<file path="config.mk">
export PLATFORM = sky130hd
export DESIGN_NAME = ps2_mouse_packet_ctrl
export DESIGN_NICKNAME = d
export VERILOG_FILES = /design/src/rtl/ps2_mouse_packet_ctrl.sv
export SDC_FILE = /design/constraint.sdc
export NUM_CORES = 1
export LEC_CHECK = 0
export ABC_AREA = 1
export BUFFER_PORTS_ARGS = -buffer_cell sky130_fd_sc_hd__buf_2
export CAP_MARGIN = 20
export CORE_MARGIN = 3
export CORE_UTILIZATION = 40
export CTS_CLUSTER_DIAMETER = 30
export CTS_CLUSTER_SIZE = 24
export DETAILED_ROUTE_END_ITERATION = 10
export GPL_ROUTABILITY_DRIVEN = 0
export HOLD_SLACK_MARGIN = 0.02
export PLACE_DENSITY_LB_ADDON = 0.08
export SYNTH_ARGS = -nofsm -noshare
export SYNTH_HDL_FRONTEND = slang
export SYNTH_SLANG_ARGS = --single-unit
</file>
<file path="constraint.sdc">
create_clock -name clk -period 4.3 [get_ports clk]
set_input_delay 0.86 -clock clk [delete_from_list [all_inputs] [get_ports clk]]
set_output_delay 0.86 -clock clk [all_outputs]
set_load 0.02 [all_outputs]
</file>
<file path="src/rtl/ps2_mouse_packet_ctrl.sv">
// ps2_mouse_packet_ctrl: frames 3/4-byte PS/2 mouse packets, saturates deltas to 8 bits, toggles ms_upd per packet.
// Latency: outputs and the ms_upd toggle update on the edge that accepts the final byte; sync_err is registered on the event edge.
// Backpressure: none; a byte is taken on every rx_valid cycle, back-to-back included.
module ps2_mouse_packet_ctrl #(
  parameter int TIMEOUT = 56000
) (
  input  logic       clk,
  input  logic       reset,
  input  logic [7:0] rx_data,
  input  logic       rx_valid,
  input  logic       wheel_mode,
  output logic [7:0] ms_x,
  output logic [7:0] ms_y,
  output logic [3:0] ms_z,
  output logic [2:0] ms_b,
  output logic       ms_upd,
  output logic       sync_err
);

  localparam int CW = $clog2(TIMEOUT + 1);

  typedef enum logic [1:0] {B0, B1, B2, B3} state_t;

  state_t        state_q, state_d;
  logic [CW-1:0] cnt_q, cnt_d;
  // Byte 0 minus the sync bit: {y_ovf, x_ovf, y_sign, x_sign, btn[2:0]}
  logic [6:0]    hdr_q, hdr_d;
  logic [7:0]    xb_q, xb_d;
  logic [7:0]    yb_q, yb_d;
  logic          mode_q, mode_d;
  logic [7:0]    x_q, x_d;
  logic [7:0]    y_q, y_d;
  logic [3:0]    z_q, z_d;
  logic [2:0]    b_q, b_d;
  logic          upd_q, upd_d;
  logic          err_q, err_d;

  logic          timeout;
  logic          done;
  logic [7:0]    ybyte;
  logic [3:0]    zval;

  // Saturate a 9-bit sign/magnitude-byte pair (plus overflow flag) into signed 8 bits.
  function automatic logic [7:0] sat9(input logic ovf, input logic sgn, input logic [7:0] mag);
    logic [7:0] r;
    if (ovf)
      r = sgn ? 8'h80 : 8'h7F;
    else if (!sgn && mag[7])
      r = 8'h7F;        // +128..+255
    else if (sgn && !mag[7])
      r = 8'h80;        // -256..-129
    else
      r = mag;
    return r;
  endfunction

  // Next-state: packet framing, timeout drop (which takes priority and re-opens byte-0 search), completion.
  always_comb begin
    state_d = state_q;
    cnt_d   = cnt_q;
    hdr_d   = hdr_q;
    xb_d    = xb_q;
    yb_d    = yb_q;
    mode_d  = mode_q;
    x_d     = x_q;
    y_d     = y_q;
    z_d     = z_q;
    b_d     = b_q;
    upd_d   = upd_q;
    err_d   = 1'b0;
    done    = 1'b0;
    ybyte   = yb_q;
    zval    = 4'h0;

    timeout = (state_q != B0) && (cnt_q == CW'(TIMEOUT));

    if (timeout) begin
      err_d   = 1'b1;
      state_d = B0;
    end

    if (state_q == B0 || timeout) begin
      // A byte arriving on the expiry cycle is judged as a fresh byte 0.
      cnt_d = '0;
      if (rx_valid) begin
        if (rx_data[3]) begin
          hdr_d   = {rx_data[7:4], rx_data[2:0]};
          mode_d  = wheel_mode;
          state_d = B1;
        end else begin
          err_d = 1'b1;
        end
      end
    end else if (rx_valid) begin
      cnt_d = '0;
      case (state_q)
        B1: begin
          xb_d    = rx_data;
          state_d = B2;
        end
        B2: begin
          yb_d = rx_data;
          if (mode_q) begin
            state_d = B3;
          end else begin
            ybyte   = rx_data;
            done    = 1'b1;
            state_d = B0;
          end
        end
        default: begin
          ybyte   = yb_q;
          zval    = rx_data[3:0];
          done    = 1'b1;
          state_d = B0;
        end
      endcase
    end else begin
      cnt_d = cnt_q + CW'(1);
    end

    if (done) begin
      x_d   = sat9(hdr_q[5], hdr_q[3], xb_q);
      y_d   = sat9(hdr_q[6], hdr_q[4], ybyte);
      z_d   = zval;
      b_d   = hdr_q[2:0];
      upd_d = ~upd_q;
    end
  end

  // State and output registers with synchronous reset.
  always_ff @(posedge clk) begin
    if (reset) begin
      state_q <= B0;
      cnt_q   <= '0;
      hdr_q   <= '0;
      xb_q    <= '0;
      yb_q    <= '0;
      mode_q  <= 1'b0;
      x_q     <= '0;
      y_q     <= '0;
      z_q     <= '0;
      b_q     <= '0;
      upd_q   <= 1'b0;
      err_q   <= 1'b0;
    end else begin
      state_q <= state_d;
      cnt_q   <= cnt_d;
      hdr_q   <= hdr_d;
      xb_q    <= xb_d;
      yb_q    <= yb_d;
      mode_q  <= mode_d;
      x_q     <= x_d;
      y_q     <= y_d;
      z_q     <= z_d;
      b_q     <= b_d;
      upd_q   <= upd_d;
      err_q   <= err_d;
    end
  end

  assign ms_x     = x_q;
  assign ms_y     = y_q;
  assign ms_z     = z_q;
  assign ms_b     = b_q;
  assign ms_upd   = upd_q;
  assign sync_err = err_q;

endmodule

</file>
==> impl_metrics.tcl, run 1 <==
set metrics [dict create \
    cts_resized 0 \
    crit_chain "buf_2 -> inv_1 -> buf_4 -> nand3_2 -> a211oi_1" \
    period_share_pct 45.8 \
    slowest_stage "nand3_2" \
    start_util_pct 41.9 \
    ys_seq_area_share_pct 43.7 \
    hold_class "reg -> reg" \
    worst_pin_slew_ns 0.674 \
    port_buffers 36 \
    critPathKind "in -> reg" \
    period_minus_slack_ns 1.97 \
    final_cell_mix "nand2_1 (87), dfxtp_1 (67), a21oi_1 (53)" \
    powerDensity_nw_per_um2 404 \
    cts.clk_slew.worst_paths_ns 0.08 \
    cts_buffers 9 \
    first_pass_iters 4 \
    cts-htree-levels 3 \
    yosysWarningCount 0 \
    ios 37 \
    clock_sinks 67 \
    status "finished, final reports clean" \
    antenna_cells 0 \
    fin_tns_setup_ns 0 \
    num_rows 31 \
    hold_viol 0 \
    overflow 0 \
    fin_cells 552 \
    drc 0 \
    synth.distinct_cells 36 \
    syn_inst 414 \
    wl_per_cell_um 12.3 \
    routed_wl_um 6780 \
    ys_ff_latch 67 \
    nNetsFinal 465 \
    cts_tree "yes" \
    cts_hold_repair.buffers 0 \
    final_common_cell "nand2_1" \
    grt_pass1_wl_um 11700 \
    critical_path.top_delay_family "buffers and inverters" \
    cap_violations 0 \
    rsz0062_at_grt "no" \
    netlist_area_um2 3070 \
    fin_util_pct 48.1 \
    grt_max_degree 27 \
    die_x_um 93.6 \
    drtIter0Drc 137 \
    crit_fanout 26 \
    critical_path_arrival_ns 2.22 \
    core_area_um2 7330 \
    vias 2652 \
    vdd_drop_max_mv 0.250 \
    cts-root-buf "clkbuf_8" \
    syn_nets 431 \
    vias_per_cell 4.80 \
    start_kind "input pin" \
    clockBufferDepth 2 \
    skew_ns 0.0132 \
    cts_setup_buffers 0 \
    cp-end-kind "flip-flop" \
    layout-drive-gt1-share_pct 19.6 \
    fmax_ghz 0.508 \
    p_leak_uw 0.00143 \
    dp.cells 536 \
    maxSlewViolCount 0 \
    syn_avg_cell_area_um2 7.41 \
    max_slew_margin_pct 54.6 \
    crit_buf_inv 3 \
    clock_latency_ns 0.35 \
    area_delta_synth_final_pct 14.9 \
    die-height_um 93.6 \
    track_usage_pct 16.8 \
    finalSetupViolCount 0 \
    critical_path_required_ns 4.55 \
    whs_ns 0.450 \
    dieArea_um2 8760 \
    first_global_vias 2530 \
    antenna_found_initial 0 \
    ant_nets 0 \
    critical-path-max-stage-delay_ns 0.33 \
    place_hpwl_um 4850 \
]
==> state kept, by name, indices dropped and copies added, names as in the netlist, 2 cells and up <==
signal,cells
yb_q,8
hdr_q,7
ms_z,4
xb_q,8
ms_x,8
ms_b,3
ms_y,8
state_q,2
cnt_q,16
==> synthesized netlist by cell type <==
master    number  share of area (%)
o211ai_1       1               0.24
inv_1         32                3.9
or2_0          1               0.20
buf_6          4                1.5
nand3_2        3               0.98
nor3_1         4               0.65
a211oi_1       1               0.24
a21oi_1       53                8.6
dfxtp_1       67                 44
o21ai_0       32                5.2
buf_1          1               0.12
a21oi_2        1               0.29
o21ai_2        1               0.29
inv_2          8               0.98
nand2_2        6                1.2
clkbuf_1       4               0.49
xor2_1         3               0.86
nor3_2         3               0.98
nor3b_1        4               0.98
nor2_4         2               0.73
buf_2          3               0.49
buf_4          2               0.49
nand2_4        4                1.5
nor2_1        39                4.8
o21ai_1       15                2.4
nand2_1       87                 11
or2_2          1               0.20
xnor2_1        1               0.29
a211oi_2       1               0.41
nor4_1         1               0.20
nor2_2         4               0.82
clkinv_2       1               0.16
nand4_1        5                1.0
inv_4          1               0.20
nand3_1       13                2.1
ha_1           5                2.0
==> layout make-up <==
class	instances	area, um^2
repair buffers	37	188
well taps	99	124
fillers	756	3800
flip-flops and latches	67	1340
clock buffers	9	124
clock inverters	7	116
inverters	42	161
multi-input cells	291	1470
==> path summary, 6_finish.rpt <==
check / start / end / slack, ns / cells past startpoint
worst min-delay path: ms_upd$_SDFFE_PP0P_ / ms_upd$_SDFFE_PP0P_ / 0.45 / 1
worst max-delay path: reset / cnt_q[12]$_SDFF_PP0_ / 2.33 / 5
worst min register to register: ms_upd$_SDFFE_PP0P_ / ms_upd$_SDFFE_PP0P_ / 0.45 / 1
worst max register to register: cnt_q[0]$_SDFF_PP0_ / xb_q[7]$_SDFFE_PP0P_ / 2.37 / 10
==> where the power goes <==
group	switching, uW	total [uW]	internal (uW)
clock network	249	633	384
logic	98.3	139	40.7
registers	11.4	653	641
==> kinds of logic after synthesis <==
logic type      synth area share, %
buf+inv                        8.32
compound gates                 17.8
flops                          43.7
xor+xnor                       1.14
simple gates                   27.0
fa+ha+maj                      2.04
==> worst register-to-register path, delay by kind of cell (launching register included) <==
| kind | cells | cell delay (ns) |
|---|---|---|
| and+or+nand+nor | 6 | 0.83 |
| AOI/OAI and AO/OA | 2 | 0.31 |
| DFF | 1 | 0.40 |
| buffers and inverters | 1 | 0.07 |
| adders and majority gates | 1 | 0.21 |
==> metrics by stage <==
| step | area, um^2 | setup slack (ns) | total power, uW |
|---|---|---|---|
| 6_report | 3530 | 2.33 | 1420 |
| 5_1_grt | 3530 | 2.10 | 1490 |
| 4_1_cts | 3530 | 2.30 | 1440 |
| 3_5_place_dp | 3290 | 1.93 | 807 |
| 3_3_place_gp | 3290 | 2.00 | 807 |
| 2_1_floorplan | 3070 | 2.54 | 768 |
==> per-layer routing <==
| layer | GRT usage, % | wire [um] |
|---|---|---|
| met1 | 22.4 | 3330 |
| met2 | 25.9 | 3060 |
| met3 | 2.74 | 240 |
| met4 | 8.78 | 153 |
| met5 | 0 | 0 |
(Power assumes the default switching activity.)
==> run 2: changes to the inputs <==
==> constraint.sdc (replaced) <==
create_clock -name clk -period 1.8 [get_ports clk]
set_input_delay 0.36 -clock clk [delete_from_list [all_inputs] [get_ports clk]]
set_output_delay 0.36 -clock clk [all_outputs]
set_load 0.02 [all_outputs]
==> run 2 against run 1 <==
Sequential cell count unchanged. Utilization increased by 0.99 points. Worst hold slack got worse by 0.15 ns. Critical path depth increased by 6. Worst setup slack got worse by 2.2 ns. Clock-buffer cell count increased by 1. Clock skew decreased by 0.0035 ns. Register-to-register slack got worse by 2.2 ns.
==> impl_metrics.tcl, run 2 (synthesis results as in run 1) <==
set metrics [dict create \
    status "finished, final reports clean" \
    ff2ff_setup_slack_ns 0.15 \
    slowest_stage "dfxtp_1" \
    final_common_cell "nand2_1" \
    vdd_drop_max_mv 0.467 \
    wl_per_cell_um 12.4 \
    hold_start "wheel_mode" \
    cts_tree "yes" \
    grt_pass1_wl_um 11700 \
    ios 37 \
    vias 2684 \
    maxSlewViolCount 0 \
    startpoint "cnt_q[1]$_SDFF_PP0_" \
    rsz0062_at_grt "yes" \
    fill_cells 757 \
    hold_path_end "mode_q$_SDFFE_PP0P_" \
    first_global_vias 2512 \
    num_rows 31 \
    drc 0 \
    core_area_um2 7330 \
    track_usage_pct 16.9 \
    cts_setup_buffers 0 \
    critical-path-max-stage-delay_ns 0.37 \
    min_path_cells 3 \
    final_cell_mix "nand2_1 (87), dfxtp_1 (66), a21oi_1 (53)" \
    p_leak_uw 0.00147 \
    nNetsFinal 472 \
    fmax_ghz 0.605 \
    overflow 0 \
    antenna_cells 0 \
    whs_ns 0.305 \
    rr_startpoint "cnt_q[1]$_SDFF_PP0_" \
    finalSetupViolCount 0 \
    place_hpwl_um 5080 \
    die_x_um 93.6 \
    period_minus_slack_ns 1.65 \
    largest_register_ffs 16 \
    start_util_pct 41.9 \
    start_kind "flip-flop" \
    setup_ws_ns 0.148 \
    critical_path_required_ns 2.03 \
    routed_wl_um 6960 \
    critPathKind "reg -> reg" \
    placed_cell_area_um2 3340 \
    cts.clk_slew.worst_paths_ns 0.07 \
    worst-r2r-cell-count 11 \
    skew_ns 0.00967 \
    cp-end-kind "flip-flop" \
    die-height_um 93.6 \
    regMostFlops "cnt_q" \
    port_buffers 36 \
    clockBufferDepth 2 \
    cts-htree-levels 3 \
    hold_class "in -> reg" \
    grt_max_degree 26 \
    fin_tns_setup_ns 0 \
    max_slew_margin_pct 68.9 \
    hold_viol 0 \
    postLayoutCellArea_um2 3600 \
    period_share_pct 91.8 \
    cts_buffers 9 \
    first_pass_iters 4 \
    worst_pin_slew_ns 0.465 \
    critical_path_arrival_ns 1.88 \
    clock_sinks 67 \
    drtIter0Drc 93 \
    antenna_found_initial 0 \
    r2r-end "state_q[1]$_SDFF_PP0_" \
    vias_per_cell 4.80 \
    clock_latency_ns 0.35 \
    crit_chain "inv_1 -> ha_1 -> nand4_1 -> nor2_2 -> nand2_2 -> nand2_4 -> nor2_4 -> buf_4 -> inv_2 -> o21ai_2 -> a211oi_2" \
    cap_violations 0 \
    powerDensity_nw_per_um2 925 \
    dieArea_um2 8760 \
    ant_nets 0 \
    layout-drive-gt1-share_pct 21.7 \
    area_delta_synth_final_pct 17.3 \
    place_ws_ns 0.0684 \
    crit_fanout 9 \
    cts-root-buf "clkbuf_8" \
]
==> run 2: timing repair <==
action	CTS	global route
gates resized for setup	0	10
hold buffers	0	0
setup endpoints to repair	0	33
==> run 2: how the worst max path moves through the flow <==
stage                                 end  slack [ns]  cells after the start
CTS                   cnt_q[8]$_SDFF_PP0_        0.06                      9
global placement     ms_y[6]$_SDFFE_PP0P_        0.06                      9
floorplan            ms_y[0]$_SDFFE_PP0P_        0.24                     10
detailed placement    cnt_q[8]$_SDFF_PP0_        0.07                      9
finish              state_q[1]$_SDFF_PP0_        0.15                     11
global route        hdr_q[1]$_SDFFE_PP0P_       -0.02                     10
==> run 2: routing by layer <==
layer | GRT usage (%) | wire, um | vias up
li1 | - | - | 1434
met1 | 22.9 | 3590 | 1208
met2 | 26.4 | 3060 | 33
met3 | 3.38 | 200 | 9
met4 | 6.86 | 110 | 0
met5 | 0 | 0 | -
==> run 2: final cells by class <==
class,instances,area [um^2],share of cell area [%]
Clock buffer,10,138,3.82
Multi-Input combinational cell,291,1500,41.7
Timing Repair Buffer,44,240,6.68
Tap cell,99,124,3.44
Sequential cell,67,1340,37.3
Clock inverter,6,88.8,2.47
Inverter,42,164,4.55
==> run 2: worst max-delay path: cells and delay by family, from the launching register on <==
| kind | cells | cell delay (ns) |
|---|---|---|
| and+or+nand+nor | 5 | 0.52 |
| buffers and inverters | 3 | 0.30 |
| AOI/OAI and AO/OA | 2 | 0.15 |
| adders and majority gates | 1 | 0.18 |
| DFF | 1 | 0.37 |
==> run 2: power by group <==
| group | leakage, uW | switching [uW] | internal (uW) |
|---|---|---|---|
| logic | 0.000821 | 244 | 112 |
| registers | 0.000543 | 26.7 | 1530 |
| clock network | 0.000108 | 598 | 817 |
==> run 2: stage by stage <==
stage               total power [uW]  util [%]  cells
floorplan                       1830         -    414
CTS                             3360      48.6    559
global route                    3470      49.1    559
global placement                1940      45.5    543
finish                          3330      49.1    559
detailed placement              1950      45.5    543
